**config.mk**
```make
export PLATFORM = sky130hd
export DESIGN_NAME = note_scroll
export DESIGN_NICKNAME = d
export VERILOG_FILES = /design/src/rtl/note_scroll.sv
export SDC_FILE = /design/constraint.sdc
export NUM_CORES = 1
export LEC_CHECK = 0
export CAP_MARGIN = 30
export CORE_MARGIN = 3
export CORE_UTILIZATION = 30
export DETAILED_ROUTE_END_ITERATION = 7
export GPL_ROUTABILITY_DRIVEN = 0
export HOLD_SLACK_MARGIN = 0.06
export PLACE_DENSITY_LB_ADDON = 0.25
export SLEW_MARGIN = 10
export SYNTH_ARGS = -nofsm -noshare
export SYNTH_HDL_FRONTEND = slang
export SYNTH_SLANG_ARGS = --single-unit
```
**constraint.sdc**
```tcl
create_clock -name i_clk -period 8.83 [get_ports i_clk]
set_clock_uncertainty 0.2 [all_clocks]
set_input_delay 0.883 -clock i_clk [delete_from_list [all_inputs] [get_ports i_clk]]
set_output_delay 0.883 -clock i_clk [all_outputs]
set_load 0.02 [all_outputs]
```
**src/rtl/note_scroll.sv**
```systemverilog
// ---------------------------------------------------------------------------
// note_scroll - play-field engine for the guitar game.
//
// Generates falling notes in a LANES x ROWS grid. The grid advances one row
// every i_diff_speed clocks while the game is in PLAY_MODE. Lane presses are
// judged against the bottom (strike) row. Struck notes raise o_hit, and notes
// that fall off the bottom un-struck raise o_miss. Both totals are kept as
// saturating 8-bit counters.
//
// Ports
//   i_clk         system clock
//   i_rst         synchronous active-high reset
//   i_mode[2:0]   current game mode; the field runs when it equals PLAY_MODE
//   i_diff_speed  clocks per row step (0 behaves as 1)
//   i_level[1:0]  1=EASY, 2=MEDIUM, 3=HARD, 0 behaves as EASY
//   i_lane_press  single-cycle press pulses, one per lane
//   o_grid        note bits, bit r*LANES+l = row r, lane l (row 0 is the top)
//   o_step        one-cycle pulse, grid just advanced
//   o_hit         one-cycle pulse, at least one note struck
//   o_miss        one-cycle pulse, at least one note fell off the bottom
//   o_hit_count   saturating hit total
//   o_miss_count  saturating miss total
// ---------------------------------------------------------------------------
module note_scroll #(
    parameter int         LANES     = 4,
    parameter int         ROWS      = 8,
    parameter logic [2:0] PLAY_MODE = 3'd2
) (
    input  logic                   i_clk,
    input  logic                   i_rst,
    input  logic [2:0]             i_mode,
    input  logic [22:0]            i_diff_speed,
    input  logic [1:0]             i_level,
    input  logic [LANES-1:0]       i_lane_press,
    output logic [LANES*ROWS-1:0]  o_grid,
    output logic                   o_step,
    output logic                   o_hit,
    output logic                   o_miss,
    output logic [7:0]             o_hit_count,
    output logic [7:0]             o_miss_count
);

    localparam int GW  = LANES * ROWS;
    localparam int BOT = (ROWS - 1) * LANES;   // LSB of the strike row

    // Adds the number of set bits in v to base, clamping at 255.
    function automatic logic [7:0] sat_add(input logic [7:0] base, input logic [LANES-1:0] v);
        logic [8:0] sum;
        sum = {1'b0, base};
        for (int i = 0; i < LANES; i++) begin
            sum = sum + {8'd0, v[i]};
        end
        return (sum > 9'd255) ? 8'hFF : sum[7:0];
    endfunction

    logic            r_run_d;
    logic [22:0]     r_cnt;
    logic [7:0]      r_lfsr;
    logic [GW-1:0]   r_grid;
    logic            r_step;
    logic            r_hit;
    logic            r_miss;
    logic [7:0]      r_hit_count;
    logic [7:0]      r_miss_count;

    logic            w_run;
    logic            w_entry;
    logic [22:0]     w_eff;
    logic            w_term;
    logic            w_lfsr_fb;
    logic [3:0]      w_row_src;
    logic [LANES-1:0] w_new_row;
    logic [GW-1:0]   w_base_grid;
    logic [GW-1:0]   w_struck;
    logic [GW-1:0]   w_shifted;
    logic [GW-1:0]   w_grid_next;
    logic [LANES-1:0] w_hitv;
    logic [LANES-1:0] w_missv;
    logic [7:0]      w_hit_base;
    logic [7:0]      w_miss_base;

    assign w_run   = (i_mode == PLAY_MODE);
    assign w_entry = w_run & ~r_run_d;
    assign w_eff   = (i_diff_speed == 23'd0) ? 23'd1 : i_diff_speed;
    // ">=" rather than "==" so a speed decrease mid-count wraps immediately.
    assign w_term  = w_run && (r_cnt >= (w_eff - 23'd1));

    assign w_lfsr_fb = r_lfsr[7] ^ r_lfsr[5] ^ r_lfsr[4] ^ r_lfsr[3];

    // New top row comes from the LFSR value before it advances.
    always_comb begin
        w_row_src = 4'd0;
        case (i_level)
            2'd3:    w_row_src = r_lfsr[3:0];
            2'd2:    w_row_src = r_lfsr[7] ? r_lfsr[3:0] : 4'd0;
            default: w_row_src = (r_lfsr[7:6] == 2'b11) ? r_lfsr[3:0] : 4'd0;
        endcase
    end
    assign w_new_row = w_row_src[LANES-1:0];

    // On the entry cycle the field starts from an empty grid and zero counts;
    // any advance in that same cycle is applied on top of the cleared state.
    always_comb begin
        w_base_grid = w_entry ? '0 : r_grid;
        w_hitv      = (w_run && !w_entry) ? (i_lane_press & w_base_grid[BOT +: LANES]) : '0;
        w_struck    = w_base_grid;
        w_struck[BOT +: LANES] = w_base_grid[BOT +: LANES] & ~w_hitv;
        // Only notes still present after strike judging can be missed.
        w_missv     = w_term ? w_struck[BOT +: LANES] : '0;
        w_hit_base  = w_entry ? 8'd0 : r_hit_count;
        w_miss_base = w_entry ? 8'd0 : r_miss_count;
    end

    // Row shift: each row moves down one, the new row enters at the top.
    genvar gi;
    generate
        for (gi = 0; gi < ROWS; gi++) begin : g_row
            if (gi == 0) begin : g_top
                assign w_shifted[0 +: LANES] = w_new_row;
            end else begin : g_lower
                assign w_shifted[gi*LANES +: LANES] = w_struck[(gi-1)*LANES +: LANES];
            end
        end
    endgenerate

    assign w_grid_next = w_term ? w_shifted : w_struck;

    always_ff @(posedge i_clk) begin
        if (i_rst) begin
            r_run_d      <= 1'b0;
            r_cnt        <= '0;
            r_lfsr       <= 8'h01;
            r_grid       <= '0;
            r_step       <= 1'b0;
            r_hit        <= 1'b0;
            r_miss       <= 1'b0;
            r_hit_count  <= 8'd0;
            r_miss_count <= 8'd0;
        end else begin
            r_run_d <= w_run;
            r_cnt   <= (!w_run || w_term) ? 23'd0 : r_cnt + 23'd1;
            if (w_term) begin
                r_lfsr <= {r_lfsr[6:0], w_lfsr_fb};
            end
            if (w_run) begin
                r_grid       <= w_grid_next;
                r_hit_count  <= sat_add(w_hit_base, w_hitv);
                r_miss_count <= sat_add(w_miss_base, w_missv);
            end
            r_step <= w_term;
            r_hit  <= |w_hitv;
            r_miss <= |w_missv;
        end
    end

    assign o_grid       = r_grid;
    assign o_step       = r_step;
    assign o_hit        = r_hit;
    assign o_miss       = r_miss;
    assign o_hit_count  = r_hit_count;
    assign o_miss_count = r_miss_count;

endmodule

```
; ---- Word level (Yosys, flattened, before mapping)
; Index checks and enable logic that the tools add are counted.
[totals]
out_inout_bits = 51
wordCells = 55
regBits = 83
in_bits = 34
[op_classes]
bitwise = 8
order_cmp = 3
eq_ne = 4
add_sub_neg = 10
mux = 12
n_reduce_logical = 9
[ops]
columns = op, n
row1 = $mux 32, 2
row2 = $add 9x1->9, 6
row3 = $mux 8, 4
row4 = $add 23x1->23 const B, 1
row5 = $ge 23x23->1, 1
row6 = $logic_not 23->1, 1
row7 = $mux 23, 1
row8 = $sub 23x1->23 const B, 1
row9 = $add 8x1->9, 2
row10 = $gt 9x8->1 const B, 2
row11 = $mux 4, 4
row12 = $and 4x4->4, 2
row13 = $pmux 4 s2, 1
row14 = $reduce_or 4->1, 2
row15 = $eq 2x2->1 const B, 3
row16 = $not 4->4, 1
row17 = $eq 3x2->1 const B, 1
row18 = $xor 1x1->1, 3
row19 = $logic_and 1x1->1, 2
row20 = $logic_not 1->1, 2
row21 = $reduce_or 2->1, 1
row22 = $and 1x1->1, 1
row23 = $logic_or 1x1->1, 1
row24 = $not 1->1, 1

; ---- Depth between registers and ports, before layout
; Gate-level depths: netlist of the first run.
[depth]
depth_word = 14
mapped_depth = 27
ltp_nobuf = 27

; ---- Worst setup path before layout of the first run
; OpenSTA, ideal clock, no wires.
[synth_path]
path_kind = input port to flip-flop
start = input port i_diff_speed[16]
end = register r_miss_count[5], in the netlist o_miss_count[5]
path_buffers = 0
setup_time_ps = 131
required_ps = 8499
t_arrival_ps = 6795
stages = 27
setup_slack_ps = 1703
cell_sequence = or4_1 > nor3_1 > and2_1 > a21oi_1 > ha_1 > inv_1 > or3_1 > or2_1 > nor4b_4 > and2b_1 > xnor2_1 > ha_1 > nand3_1 > o21bai_1 > or3_1 > o221ai_1 > nand3_1 > nor2_1 > fa_1 > fa_1 > fa_1 > nand3_1 > nor3_1 > a41oi_1 > o21ai_0 > a21oi_1 > nor3_1
[synth_via]
elab_chain_cells = 12
[synth_rtl]
columns = element, line_no
row1 = "start, declared", 32  ; input logic [22:0] i_diff_speed,
row2 = $logic_not 23->1, 84  ; assign w_eff = (i_diff_speed == 23'd0) ? 23'd1 : i_diff_speed;
row3 = $mux 23 (*), 84
row4 = $sub 23x1->23 (*), 86  ; assign w_term = w_run && (r_cnt >= (w_eff - 23'd1));
row5 = $ge 23x23->1 (*), 86
row6 = $logic_and 1x1->1 (*), 86
row7 = $mux 4 (*), 109  ; w_missv = w_term ? w_struck[BOT +: LANES] : '0;
row8 = $add 8x1->9, 51  ; sum = sum + {8'd0, v[i]};
row9 = $add 9x1->9 (2 in a row), 51
row10 = $add 9x1->9 (*), 51
row11 = $gt 9x8->1, 53  ; return (sum > 9'd255) ? 8'hFF : sum[7:0];
row12 = $mux 8 (*), 53
row13 = "end signal, assigned", 148  ; r_miss_count <= sat_add(w_miss_base, w_missv);
row14 = "end, declared", 64  ; logic [7:0] r_miss_count;
; Mark *: on every way between the ends. The rest lies on a longest branch, timed or not.
; A chain may end at the register's enable or synchronous reset.

; ---- Final worst setup path of the first run
[layout_path]
start = input port i_diff_speed[11]
end = register r_miss_count[5], in the netlist o_miss_count[5]
; Same word-level chain as after synthesis.

==> results of run 1 <==
## power by group through the flow
stage                     Sequential (mW)  Clock (mW)  Combinational [mW]
after floorplan                     0.392           0              0.0336
after global placement              0.390           0              0.0706
after detailed placement            0.390           0              0.0715
after CTS                           0.381       0.419              0.0718
after global routing                0.382       0.434              0.0787
final                               0.382       0.407              0.0714
## worst min-delay path, cell delays in order (launching register included)
cell	delay, ps
dfxtp_1	320
nand3_1	70
a21oi_1	50
## layout by cell type, fill, tap and decap left out, types with 3 or more instances in the layout
master and instances:
a211oi_1 5, a21o_1 3, a21oi_1 43, a221oi_1 3
a22o_1 19, a31oi_1 4, and3_1 5, buf_4 8
clkbuf_16 9, clkdlybuf4s50_1 84, dfxtp_1 83, fa_1 6
ha_1 29, inv_1 15, mux2i_1 3, nand2_1 28
nand3_1 33, nand3b_1 5, nand4_1 18, nor2_1 65
nor2b_1 5, nor3_1 23, nor4_1 4, o21ai_0 25
or2_2 5, or3_1 5, xnor2_1 20, xor2_1 24
## stage by stage
stage	setup slack, ps	cells	hold WS (ps)	util [%]	power, mW
floorplan	1700	542	237	-	0.425
global placement	932	794	262	38.3	0.461
detailed placement	697	795	271	38.4	0.461
CTS	1040	811	280	40.6	0.873
global route	467	811	303	40.6	0.895
finish	1070	811	282	40.6	0.860
## registers in the layout, summed over array words and instances (netlist names)
| signal | flops |
|---|---|
| o_step | 1 |
| r_run_d | 1 |
| o_grid | 32 |
| o_hit | 1 |
| r_lfsr | 8 |
| o_miss | 1 |
| r_cnt | 23 |
| o_miss_count | 8 |
| o_hit_count | 8 |
## layout make-up
class / instances / area [um2] / area share [%]
multi-input combinational: 421 / 2850 / 47.3
clock inverter: 5 / 85.1 / 1.41
timing repair buffer: 92 / 901 / 14.9
sequential: 83 / 1660 / 27.6
tap: 184 / 230 / 3.82
inverter: 15 / 56.3 / 0.934
clock buffer: 11 / 243 / 4.03
## routing by layer
metal	vias up	routed length [um]	part of all wire, %
met5	-	0	0
met4	0	212	1.8
met3	14	513	4.4
met2	103	5520	47
met1	1966	5500	47
li1	2127	-	-
## how the worst max path moves through the flow
stage | startpoint | endpoint | cells after the start
finish | i_diff_speed[11] | o_miss_count[5]$_SDFFE_PP0P_ | 28
global route | i_diff_speed[16] | o_miss_count[5]$_SDFFE_PP0P_ | 29
CTS | i_diff_speed[11] | o_miss_count[5]$_SDFFE_PP0P_ | 28
detailed placement | i_diff_speed[11] | o_miss_count[5]$_SDFFE_PP0P_ | 28
global placement | i_diff_speed[11] | o_miss_count[5]$_SDFFE_PP0P_ | 28
floorplan | i_diff_speed[16] | o_miss_count[5]$_SDFFE_PP0P_ | 27
## logic make-up (layout without fill, tap and decap cells)
kind of cell	after synthesis	after routing	share of synthesized area, %
buf+inv	38	123	3.10
mux	3	3	0.646
flops	83	83	35.8
fa+ha+maj	35	35	10.4
xor+xnor	44	44	8.30
simple gates	217	217	24.2
compound gates	122	122	17.6
==> key figures, run 1 <==
Power
  • Int Pwr: 668 uW
  • Switching power of the nets: 192 uW
  • Clock Power Share: 47.3%
  • Seq pwr share: 44.4%
  • Peak VDD IR: 0.114 mV
  • Pwr Density: 143 nW/um2
  • Gate power share: 8.3%
  • Switching part of the total: 22.3%
  • Leak: 2.10 nW

Floorplanning
  • Die ar.: 17000 um2
  • Die Height: 130 um
  • Initial core utilization: 31.3%
  • Die Width: 130 um
  • Core area: 14900 um2
  • Num rows: 44
  • # IOs: 85

Clock tree
  • Worst-skew pair later-pin latency: 330 ps
  • Root buffer cell: clkbuf_16
  • Cts bufs inserted: 9
  • Buffer count from post-CTS setup fixing: 0
  • TritonCTS clock tree: built
  • Clock Path Buffers: 2
  • CTS Hold Bufs: 0
  • Resized cells post-CTS: 0
  • Clock transition at path regs: 60 ps
  • Clock sinks: 83
  • CTS HTree Levels: 3

Run
  • # Max-Cap Violations: 0

Critical path
  • CP max FO: 7
  • Kind of critical path: in -> reg
  • Reg-to-Reg Start: r_cnt[6]$_SDFF_PP0_
  • Cell family with most CP delay: simple AND/OR/NAND/NOR gates
  • Crit-path slowest cell: clkdlybuf4s50_1
  • Worst reg2reg endpoint: o_miss_count[5]$_SDFFE_PP0P_
  • Crit-path max cell delay: 590 ps
  • CP required: 8830 ps
  • Worst setup EP type: flip-flop
  • Worst setup SP type: input pin
  • Worst R2R Path Depth: 16
  • Worst EP arrival: 7770 ps
  • CP bufs+invs: 2
  • Worst R2R Setup Slack: 4120 ps

Logic synthesis
  • Area fraction of the dominant cell type after synthesis: 35.8%
  • Syn Nets: 611
  • Area leader, netlist: dfxtp_1
  • Most frequent cell after synthesis: dfxtp_1
  • Synth Warn #: 0
  • Synth Instances: 542
  • FF+latch count, synth: 83
  • Post-synth top cells: 83 x dfxtp_1, 65 x nor2_1, 43 x a21oi_1
  • Async set or reset register ratio after synthesis: 0%
  • Sequential element share of the synthesized area: 35.8%
  • Post-synth EDFFs: 0
  • Syn avg cell area: 8.57 um2
  • Mapped Area: 4650 um2
  • Prevailing post-synth register cell: dfxtp_1
  • Synth top area cells: dfxtp_1 36%, ha_1 7.8%, nor2_1 5.3%
  • Post-synth cell types: 58

Global routing
  • Top Usage Layer GRT: met2
  • Met3 Use GR: 2.85%
  • Largest net degree at the start of global routing: 42
  • GR Util met2: 23.1%
  • Total GRT Usage: 13.9%
  • Met1 usage: 18.2%
  • Grt total ovfl: 0
  • Antenna violations before repair: 0
  • First-pass GRT wire length: 19400 um
  • Number of global-route vias before repair: 4043

Drt
  • Total routed wirelength: 11700 um
  • Drt pass-1 iters: 4
  • DR WL/cell: 14.5 um
  • # DRC: 0
  • Initial DRC count: 203
  • Via count: 4210
  • Drt via density: 5.19
  • Final ANT Viol Nets: 0

Timing
  • Maximum clock rate: 129 MHz
  • Final slew viol count: 0
  • Setup-failing EPs final: 0
  • Slew headroom: 46.4%
  • Setup TNS: 0 ps
  • Final hold violations: 0
  • Tcrit/Tclk final: 87.9%
  • Min Tclk post-route: 7760 ps
  • RSZ-0062 raised after global routing: no
  • Worst slew pin tran: 794 ps

Placement
  • Dpl cell area: 5700 um2
  • Detail Placement HPWL: 8830 um
  • # port buffers: 84

Worst hold path
  • Min-Delay Path Depth: 2
  • Hold crit path type: reg -> reg
  • Hold Path End: r_lfsr[7]$_SDFFE_PP0N_
  • Min-delay src: r_lfsr[6]$_SDFFE_PP0N_

Final layout
  • # fillers: 1474
  • Total Nets Final: 691
  • # diodes: 0
  • Synthesis-to-layout area growth: 29.8%
  • Share of cells above drive strength 1: 6.86%
  • Post-route design area: 6030 um2

Run status
  • Status: finished clean
(Power assumes the default switching activity.)
==> run 2: changes to the inputs <==
CAP_MARGIN = not set   (was 30)
DONT_BUFFER_PORTS = 1   (was not set)
==> run 2 against run 1 <==
Effect of this change:
- clock power fell by 1%
- non-clock buffer count fell by 89
- register-to-register slack got worse by 210 ps
- combinational power fell by 46%
- worst hold slack got worse by 5.2 ps
- setup slack improved by 530 ps
- critical path type unchanged
- critical endpoint unchanged
- highest routed layer unchanged
==> key figures, run 2 (synthesized netlist as in run 1, its figures left out) <==
Drt
  • Total routed wirelength: 11600 um
  • Via count: 3865
  • DR WL/cell: 16.0 um
  • Drt via density: 5.35
  • Drt pass-1 iters: 4
  • # DRC: 0
  • Initial DRC count: 195
  • Final ANT Viol Nets: 0

Placement
  • Detail Placement HPWL: 8520 um
  • # port buffers: 0
  • Dpl cell area: 4820 um2

Final layout
  • Total Nets Final: 602
  • Post-layout util: 34.6%
  • Synthesis-to-layout area growth: 10.6%
  • Most common cell after layout, fill and taps aside: dfxtp_1
  • Most frequent cells in the layout: 83 x dfxtp_1, 65 x nor2_1, 43 x a21oi_1
  • # diodes: 0
  • Max reg flops: 32
  • Share of cells above drive strength 1: 7.06%
  • Post-route design area: 5140 um2

Clock tree
  • Root buffer cell: clkbuf_16
  • Resized cells post-CTS: 0
  • CTS HTree Levels: 3
  • Clock Path Buffers: 2
  • Worst-skew pair later-pin latency: 340 ps
  • TritonCTS clock tree: built
  • Cts bufs inserted: 9
  • Clock transition at path regs: 60 ps
  • Clock sinks: 83
  • Buffer count from post-CTS setup fixing: 0
  • CTS Hold Bufs: 0

Floorplanning
  • # IOs: 85
  • Die Width: 130 um
  • Die ar.: 17000 um2
  • Initial core utilization: 31.3%
  • Num rows: 44
  • Die Height: 130 um
  • Core area: 14900 um2

Power
  • Total chip power: 825 uW
  • Pwr Density: 160 nW/um2
  • Seq pwr share: 46.7%
  • Gate power share: 4.7%
  • Leak: 1.77 nW
  • Int Pwr: 641 uW
  • Switching power of the nets: 184 uW
  • Switching part of the total: 22.3%
  • Peak VDD IR: 0.0891 mV
  • Clock Power Share: 48.6%

Timing
  • RSZ-0062 raised after global routing: no
  • Setup-failing EPs final: 0
  • Maximum clock rate: 138 MHz
  • Slew headroom: 28.5%
  • Setup TNS: 0 ps
  • Final slew viol count: 0
  • Tcrit/Tclk final: 81.9%
  • Final hold violations: 0
  • Min Tclk post-route: 7230 ps
  • Worst slew pin tran: 1070 ps

Global routing
  • First-pass GRT wire length: 18800 um
  • Total GRT Usage: 13.7%
  • Number of global-route vias before repair: 3722
  • Grt total ovfl: 0
  • Antenna violations before repair: 0
  • Largest net degree at the start of global routing: 42

Critical path
  • Crit-path slowest cell: or4_1
  • Worst R2R Setup Slack: 3910 ps
  • CP max FO: 7
  • Crit-path max cell delay: 570 ps
  • Worst setup SP type: input pin
  • Cell family with most CP delay: simple AND/OR/NAND/NOR gates
  • Worst setup EP type: flip-flop
  • Kind of critical path: in -> reg
  • CP bufs+invs: 1
  • CP required: 8860 ps
  • Worst EP arrival: 7260 ps

Worst hold path
  • Hold crit path type: reg -> reg

Run status
  • Status: finished clean

Run
  • # Max-Cap Violations: 0
## run 2: cell count changes in the layout (fill, tap and decap cells not counted)
cell / change
clkdlybuf4s50_1: -84
buf_4: -5
clkbuf_8: -1
clkinv_2: +1
clkinv_4: -1
clkinvlp_4: +1
## run 2: layer usage
metal	part of all wire [%]	vias up	GRT usage, %
li1	-	1947	-
met1	44	1815	17.3
met4	1.7	0	3.99
met5	0	-	0
met3	7.3	13	4.92
met2	47	90	22.1
## run 2: cell type report
| cell class | instances | area, um2 |
|---|---|---|
| tap | 184 | 230 |
| clock buffer | 10 | 229 |
| sequential | 83 | 1660 |
| clock inverter | 6 | 88.8 |
| timing repair buffer | 3 | 22.5 |
| inverter | 15 | 56.3 |
| multi-input combinational | 421 | 2850 |
| fill | 1515 | 9720 |
## run 2: power by group through the flow
stage          Combinational [mW]  Clock, mW  Sequential (mW)
2_1_floorplan              0.0336          0            0.392
3_3_place_gp               0.0384          0            0.394
3_5_place_dp               0.0388          0            0.394
4_1_cts                    0.0392      0.415            0.386
5_1_grt                    0.0446      0.429            0.386
6_report                   0.0389      0.401            0.385
## run 2: path summary, 6_finish.rpt
kind | startpoint | endpoint | cells after the start
worst max register to register | r_run_d$_SDFF_PP0_ | o_miss_count[2]$_SDFFE_PP0P_ | 12
worst min-delay path | r_lfsr[6]$_SDFFE_PP0N_ | r_lfsr[7]$_SDFFE_PP0N_ | 2
worst max-delay path | i_diff_speed[16] | o_miss_count[5]$_SDFFE_PP0P_ | 27
worst min register to register | r_lfsr[6]$_SDFFE_PP0N_ | r_lfsr[7]$_SDFFE_PP0N_ | 2
## run 2: stage by stage
stage,hold WS [ps],std cells,worst slack [ps]
final,277,722,1600
after global routing,292,722,1040
after CTS,281,722,1550
after detailed placement,271,706,1190
after global placement,253,706,1390
after floorplan,237,542,1700
## run 2: tightest hold or removal path: cells and delay by family (launching register included)
kind,cells,cell delay (ps)
DFF,1,320
AOI/OAI and AO/OA,1,60
and+or+nand+nor,1,60
